**src/rtl/ps2_keyboard_pkg.sv**
```systemverilog
// Shared definitions for the PS/2 keyboard receiver and the memory mapper.
//   rx_state_e     : receive FSM states
//   *_BIT          : bit positions of the status flags in the keyboard word
//   KBD_ADDR       : CPU address that returns the keyboard word
//   kbd_word()     : assembles the 16-bit status/data word
package ps2_keyboard_pkg;

  typedef enum logic [1:0] {
    IDLE   = 2'd0,
    DATA   = 2'd1,
    PARITY = 2'd2,
    STOP   = 2'd3
  } rx_state_e;

  localparam int unsigned AVAIL_BIT = 15;
  localparam int unsigned OVF_BIT   = 14;
  localparam int unsigned PERR_BIT  = 13;

  localparam logic [15:0] KBD_ADDR = 16'hFE00;

  // Data byte reads as 0x00 whenever the FIFO is empty.
  function automatic logic [15:0] kbd_word(input logic       avail,
                                           input logic       ovf,
                                           input logic       perr,
                                           input logic [7:0] head);
    logic [15:0] w;
    w            = '0;
    w[AVAIL_BIT] = avail;
    w[OVF_BIT]   = ovf;
    w[PERR_BIT]  = perr;
    w[7:0]       = avail ? head : 8'h00;
    return w;
  endfunction

endpackage

```
**src/rtl/keyboard_fifo.sv**
```systemverilog
// Synchronous scancode FIFO.
//   push/wdata : write one entry (caller guarantees not full, or popping)
//   pop        : remove the head (caller guarantees not empty)
//   head       : current head entry (valid when !empty)
//   full/empty : occupancy flags
module keyboard_fifo #(
  parameter int unsigned DEPTH = 8,
  parameter int unsigned WIDTH = 8
) (
  input  logic             clk,
  input  logic             rst_n,
  input  logic             push,
  input  logic [WIDTH-1:0] wdata,
  input  logic             pop,
  output logic [WIDTH-1:0] head,
  output logic             full,
  output logic             empty
);

  localparam int unsigned PTR_W = $clog2(DEPTH);

  logic [WIDTH-1:0] mem_q [DEPTH];
  logic [PTR_W-1:0] wr_ptr_q, wr_ptr_d;
  logic [PTR_W-1:0] rd_ptr_q, rd_ptr_d;
  logic [PTR_W:0]   count_q,  count_d;

  // NOTE: storage has no reset; every entry is written before the count
  // lets it be read, so resetting it would only cost routing.
  always_ff @(posedge clk) begin
    if (push) mem_q[wr_ptr_q] <= wdata;
  end

  always_comb begin
    wr_ptr_d = push ? wr_ptr_q + PTR_W'(1) : wr_ptr_q;
    rd_ptr_d = pop  ? rd_ptr_q + PTR_W'(1) : rd_ptr_q;
    count_d  = count_q;
    unique case ({push, pop})
      2'b10:   count_d = count_q + (PTR_W+1)'(1);
      2'b01:   count_d = count_q - (PTR_W+1)'(1);
      default: count_d = count_q;
    endcase
  end

  // NOTE: state registers use non-blocking assignments so every flop
  // samples the pre-edge values of the others.
  always_ff @(posedge clk or negedge rst_n) begin
    if (!rst_n) begin
      wr_ptr_q <= '0;
      rd_ptr_q <= '0;
      count_q  <= '0;
    end else begin
      wr_ptr_q <= wr_ptr_d;
      rd_ptr_q <= rd_ptr_d;
      count_q  <= count_d;
    end
  end

  assign head  = mem_q[rd_ptr_q];
  assign full  = (count_q == (PTR_W+1)'(DEPTH));
  assign empty = (count_q == '0);

endmodule

```
**src/rtl/ps2_keyboard.sv**
```systemverilog
// PS/2 keyboard receiver with scancode FIFO.
//   clk, rst_n   : system clock, async active-low reset
//   ps2Clk       : raw PS/2 clock line (asynchronous)
//   ps2Data      : raw PS/2 data line (asynchronous)
//   readStrobe   : one-cycle pulse per completed CPU read of the keyboard word
//   keyboardData : {AVAIL, OVF, PERR, 5'b0, head scancode}
module ps2_keyboard
  import ps2_keyboard_pkg::*;
#(
  parameter int unsigned FIFO_DEPTH     = 8,
  parameter int unsigned SYNC_STAGES    = 2,
  parameter int unsigned TIMEOUT_CYCLES = 50000
) (
  input  logic        clk,
  input  logic        rst_n,
  input  logic        ps2Clk,
  input  logic        ps2Data,
  input  logic        readStrobe,
  output logic [15:0] keyboardData
);

  localparam int unsigned WD_W = $clog2(TIMEOUT_CYCLES + 1);

  // ---------------------------------------------------------------- sync
  logic [SYNC_STAGES-1:0] clk_sync_q,  clk_sync_d;
  logic [SYNC_STAGES-1:0] data_sync_q, data_sync_d;
  logic                   clk_prev_q,  clk_prev_d;
  logic                   fall;
  logic                   data_s;

  always_comb begin
    clk_sync_d  = {clk_sync_q[SYNC_STAGES-2:0],  ps2Clk};
    data_sync_d = {data_sync_q[SYNC_STAGES-2:0], ps2Data};
    clk_prev_d  = clk_sync_q[SYNC_STAGES-1];
  end

  // Lines idle high, so the synchronisers reset to 1 to avoid a false edge.
  always_ff @(posedge clk or negedge rst_n) begin
    if (!rst_n) begin
      clk_sync_q  <= '1;
      data_sync_q <= '1;
      clk_prev_q  <= 1'b1;
    end else begin
      clk_sync_q  <= clk_sync_d;
      data_sync_q <= data_sync_d;
      clk_prev_q  <= clk_prev_d;
    end
  end

  assign fall   = clk_prev_q & ~clk_sync_q[SYNC_STAGES-1];
  assign data_s = data_sync_q[SYNC_STAGES-1];

  // ---------------------------------------------------------- receive FSM
  rx_state_e        state_q,   state_d;
  logic [2:0]       bit_cnt_q, bit_cnt_d;
  logic [7:0]       shift_q,   shift_d;
  logic             parity_q,  parity_d;
  logic [WD_W-1:0]  wd_q,      wd_d;
  logic             push_req;
  logic             frame_err;

  // NOTE: every combinational output gets a default first so no path
  // through the case leaves it unassigned and infers a latch.
  always_comb begin
    state_d   = state_q;
    bit_cnt_d = bit_cnt_q;
    shift_d   = shift_q;
    parity_d  = parity_q;
    wd_d      = '0;
    push_req  = 1'b0;
    frame_err = 1'b0;

    if (state_q != IDLE) wd_d = fall ? '0 : wd_q + WD_W'(1);

    unique case (state_q)
      IDLE: begin
        if (fall && !data_s) begin
          state_d   = DATA;
          bit_cnt_d = 3'd0;
        end
      end
      DATA: begin
        if (fall) begin
          shift_d   = {data_s, shift_q[7:1]};  // LSB arrives first
          bit_cnt_d = bit_cnt_q + 3'd1;
          if (bit_cnt_q == 3'd7) state_d = PARITY;
        end
      end
      PARITY: begin
        if (fall) begin
          parity_d = data_s;
          state_d  = STOP;
        end
      end
      STOP: begin
        if (fall) begin
          // Odd parity: data bits plus parity bit carry an odd number of ones.
          if (data_s && (^{shift_q, parity_q})) push_req  = 1'b1;
          else                                  frame_err = 1'b1;
          state_d = IDLE;
        end
      end
      default: state_d = IDLE;
    endcase

    // A fall this cycle proves the device is still clocking, so it wins.
    if (state_q != IDLE && !fall && wd_q == WD_W'(TIMEOUT_CYCLES - 1)) begin
      state_d   = IDLE;
      bit_cnt_d = 3'd0;
      wd_d      = '0;
      frame_err = 1'b1;
    end
  end

  always_ff @(posedge clk or negedge rst_n) begin
    if (!rst_n) begin
      state_q   <= IDLE;
      bit_cnt_q <= '0;
      shift_q   <= '0;
      parity_q  <= 1'b0;
      wd_q      <= '0;
    end else begin
      state_q   <= state_d;
      bit_cnt_q <= bit_cnt_d;
      shift_q   <= shift_d;
      parity_q  <= parity_d;
      wd_q      <= wd_d;
    end
  end

  // ------------------------------------------------------- FIFO and flags
  logic       fifo_full, fifo_empty;
  logic [7:0] fifo_head;
  logic       pop_req, push_ok;
  logic       ovf_q,  ovf_d;
  logic       perr_q, perr_d;

  // A pop in the same cycle frees the slot, so a push into a full FIFO is
  // only dropped when no read is happening alongside it.
  assign pop_req = readStrobe & ~fifo_empty;
  assign push_ok = push_req & (~fifo_full | pop_req);

  always_comb begin
    ovf_d  = ovf_q;
    perr_d = perr_q;
    if (pop_req) begin
      ovf_d  = 1'b0;
      perr_d = 1'b0;
    end
    if (push_req && fifo_full && !pop_req) ovf_d  = 1'b1;
    if (frame_err)                         perr_d = 1'b1;
  end

  always_ff @(posedge clk or negedge rst_n) begin
    if (!rst_n) begin
      ovf_q  <= 1'b0;
      perr_q <= 1'b0;
    end else begin
      ovf_q  <= ovf_d;
      perr_q <= perr_d;
    end
  end

  keyboard_fifo #(
    .DEPTH (FIFO_DEPTH),
    .WIDTH (8)
  ) u_fifo (
    .clk   (clk),
    .rst_n (rst_n),
    .push  (push_ok),
    .wdata (shift_q),
    .pop   (pop_req),
    .head  (fifo_head),
    .full  (fifo_full),
    .empty (fifo_empty)
  );

  assign keyboardData = kbd_word(~fifo_empty, ovf_q, perr_q, fifo_head);

endmodule
```
**config.mk**
```make
export PLATFORM = sky130hd
export DESIGN_NAME = ps2_keyboard
export DESIGN_NICKNAME = d
export VERILOG_FILES = /design/src/rtl/ps2_keyboard_pkg.sv /design/src/rtl/keyboard_fifo.sv /design/src/rtl/ps2_keyboard.sv
export SDC_FILE = /design/constraint.sdc
export NUM_CORES = 1
export LEC_CHECK = 0
export ABC_CLOCK_PERIOD_IN_PS = 5200
export CAP_MARGIN = 20
export CORE_MARGIN = 8
export CORE_UTILIZATION = 55
export CTS_CLUSTER_SIZE = 10
export DETAILED_ROUTE_END_ITERATION = 6
export DONT_BUFFER_PORTS = 1
export PLACE_DENSITY_LB_ADDON = 0.15
export SETUP_SLACK_MARGIN = 0.5
export SLEW_MARGIN = 10
export SYNTH_ARGS = -nofsm -noshare
export SYNTH_HDL_FRONTEND = slang
export SYNTH_SLANG_ARGS = --single-unit
```
**constraint.sdc**
```tcl
create_clock -name clk -period 5.2 [get_ports clk]
set_input_delay 0.52 -clock clk [delete_from_list [all_inputs] [get_ports clk]]
set_output_delay 0.52 -clock clk [all_outputs]
set_load 0.01 [all_outputs]
```
==> impl_metrics.ini <==
[status]
outcome = complete, no violations

[final_layout]
area_growth_pct = 7.08
n_fill_cell = 678
final_layout_size_suffix_gt1_share_pct = 14.9
antenna_cells = 0
nets = 382

[place]
portBuffers = 0
hpwl_mm = 5.65
gp_congestion = 0.772
dp_slack_ps = 2030

[min_path]
worstHoldStart = ps2Clk
hold_path.class = input port to flop

[clock_network]
path_clk_slew_ps = 110
post-cts-setup-buffers = 0
clock-sinks = 111
cts_tree = done
htreeDepth = 3
cts_root_buffer = clkbuf_8
clk_path_buf_depth = 2
clock_latency_ps = 370
cts_buffers = 9
cts_resized = 0

[yosys]
synth_area_leaders = edfxtp_1, dfrtp_1, mux4_2, nand2_1, nor2_1
synth_area_um2 = 4960
yosys.area.top_type = edfxtp_1
synth_cell_types = 58
ys.flop_type = edfxtp_1
syn_inst = 361
syn_avg_cell_area_um2 = 13.7
yosysMostFrequentCell = edfxtp_1
synth-edff-count = 64
yosysTopAreaCellShare_pct = 38.7
synth_commonest_cells = edfxtp_1, nand2_1, dfrtp_1
synthArstFlopShare_pct = 42.3
synth_seq_cells = 111
yosysWarnings = 0
yosysSeqAreaShare_pct = 62.5

[setup_path]
r2r_start = shift_q[4]
slowest_delay_ps = 530
required_ps = 5490
cpMaxStageDelayCell = mux2i_2
cp_cell_sequence = xor2_1, xnor3_1, mux2i_2, nand2_1, inv_2, ha_1, a21o_1, a21o_1, or3_1, a211oi_2
critPathMostFrequentCell = a21o_1
crit_path_start = shift_q[4]
critPathCaptureType = flop
crit_arrival_ps = 3480
path_class = flop to flop
cp-start-kind = flop
r2r_slack_ps = 2010
crit_fanout = 11

[floorplanning]
dieArea_um2 = 12300
ios = 21
coreArea_um2 = 8720
die_w_um = 111
die_h_um = 111
initial_core_util_pct = 56.9
rows = 34

[power_and_ir_drop]
power_frac_seq_pct = 49.0
p_clk_share_pct = 19.7
p_leak_nw = 2.08
switching_share_pct = 35.5
vdd_ir_drop_max_mv = 0.314
p_comb_share_pct = 31.3
p_switching_w = 0.000904
p_int_w = 0.00164
powerDensity_nw_per_um2 = 479

[timing]
maxSlewViolCount = 0
fin_skew_ps = 15.4
worst_pin_slew_ps = 934
rsz0062_at_grt = no
post-route-min-period_ps = 3190
fin_crit_sh_pct = 61.4
slew_headroom_pct = 37.5
setup_viol = 0
fin_ws_ps = 2010
hold_violations = 0
setup_tns_ps = 0
fmax_ghz = 0.313

[global_route]
grt_pass1_wl_mm = 14.0
grtUsageTotal_pct = 14.4
grt_antenna_before_repair = 0
grt_overflow_total = 0
grt_max_degree = 48
grt_pass1_vias = 2593

[routing]
wl_mm = 8.56
drc = 0
drtPass1Iterations = 4
wl_per_cell_um = 17.9
vias_per_cell = 5.56
detail-route-antenna-nets = 0
vias = 2659
first_iter_violations = 131

[run]
drv_cap = 0
metal layers:
metal  global-route usage [%]  wire, µm
met2                     23.9      4400
met3                     2.98       259
met1                     17.9      3780
met5                        0         0
met4                     5.68       114
kinds of logic after synthesis:
kind of cell	Yosys count	share of synthesized area [%]
other	1	0.0756
muxes	29	10.1
DFF	111	62.5
buffers and inverters	27	2.62
adders and majority gates	12	3.18
and+or+nand+nor	129	12.5
AOI/OAI and AO/OA	28	4.16
xor gates and xnor gates	24	4.81
stage by stage:
stage          std cells  total power [W]  util [%]  hold slack (ps)  cell area (µm²)
4_1_cts              477          0.00256      60.6              123             5290
5_1_grt              478          0.00271      60.9              109             5320
6_report             478          0.00255      60.9              144             5320
2_1_floorplan        365          0.00187         -              224             4980
3_5_place_dp         459          0.00205      57.9              226             5050
3_3_place_gp         459          0.00202      57.9              226             5050
layout make-up:
type                       count  area, µm²  area share (%)
multi-input combinational    227       1750            33.0
inverter                      10       37.5           0.706
tap                          108        135            2.54
clock inverter                 7       72.6            1.37
timing repair buffer           6       87.6            1.65
sequential                   111       3100            58.4
clock buffer                   9        124            2.33
flip-flops by register name (all words and copies together), names as in the netlist:
name and flops:
u_fifo.mem_q 64, wd_q 16, shift_q 8, u_fifo.count_q 4
bit_cnt_q 3, u_fifo.rd_ptr_q 3, u_fifo.wr_ptr_q 3, clk_sync_q 2
data_sync_q 2, state_q 2, clk_prev_q 1, ovf_q 1
parity_q 1, perr_q 1
critical path: cells and delay by family (launching register included):
family	cells	cell delay, ps
flops	1	510
compound gates	3	540
xor+xnor	2	710
fa+ha+maj	1	220
mux	1	530
buf+inv	1	100
simple gates	2	510
worst paths after layout:
kind / to / cells after the start
worst max-delay path: u_fifo.count_q[3] / 10
worst min-delay path: clk_sync_q[0] / 0
worst max register to register: u_fifo.count_q[3] / 10
worst min register to register: data_sync_q[1] / 0
max in group asynchronous: clk_prev_q / 2
min in group asynchronous: wd_q[11] / 2
cells in the final DEF, fill, tap and decap left out, types with 3 or more instances in the layout:
master | synthesis | routed
ha_1 | 11 | 11
mux4_2 | 16 | 16
clkbuf_8 | 0 | 9
nor3_1 | 6 | 4
edfxtp_1 | 64 | 64
dfstp_2 | 5 | 5
inv_1 | 8 | 8
nand3_1 | 7 | 7
xor2_1 | 13 | 13
buf_4 | 7 | 3
and2_1 | 4 | 4
nand2b_1 | 4 | 4
dfrtp_1 | 42 | 42
nor2_1 | 38 | 38
a21oi_1 | 3 | 3
o21ai_1 | 4 | 4
nor4_1 | 3 | 3
mux2i_1 | 9 | 9
or3_1 | 4 | 4
o21ai_0 | 3 | 3
conb_1 | 1 | 5
xnor2_1 | 9 | 9
nand2_1 | 48 | 48
power by group through the flow:
| stage | Sequential, W | Clock [W] | Combinational [W] |
|---|---|---|---|
| after floorplan | 0.00116 | 0 | 0.000706 |
| after global placement | 0.00129 | 0 | 0.000730 |
| after detailed placement | 0.00130 | 0 | 0.000749 |
| after CTS | 0.00128 | 0.000518 | 0.000760 |
| after global routing | 0.00127 | 0.000551 | 0.000883 |
| final | 0.00125 | 0.000500 | 0.000797 |
repair_timing:
action / in CTS / in global routing
hold buffers: 2 / 0
hold endpoints to repair: 47 / 0
setup endpoints to repair: 0 / 0
Note: power is estimated with default switching activity, not from simulation.
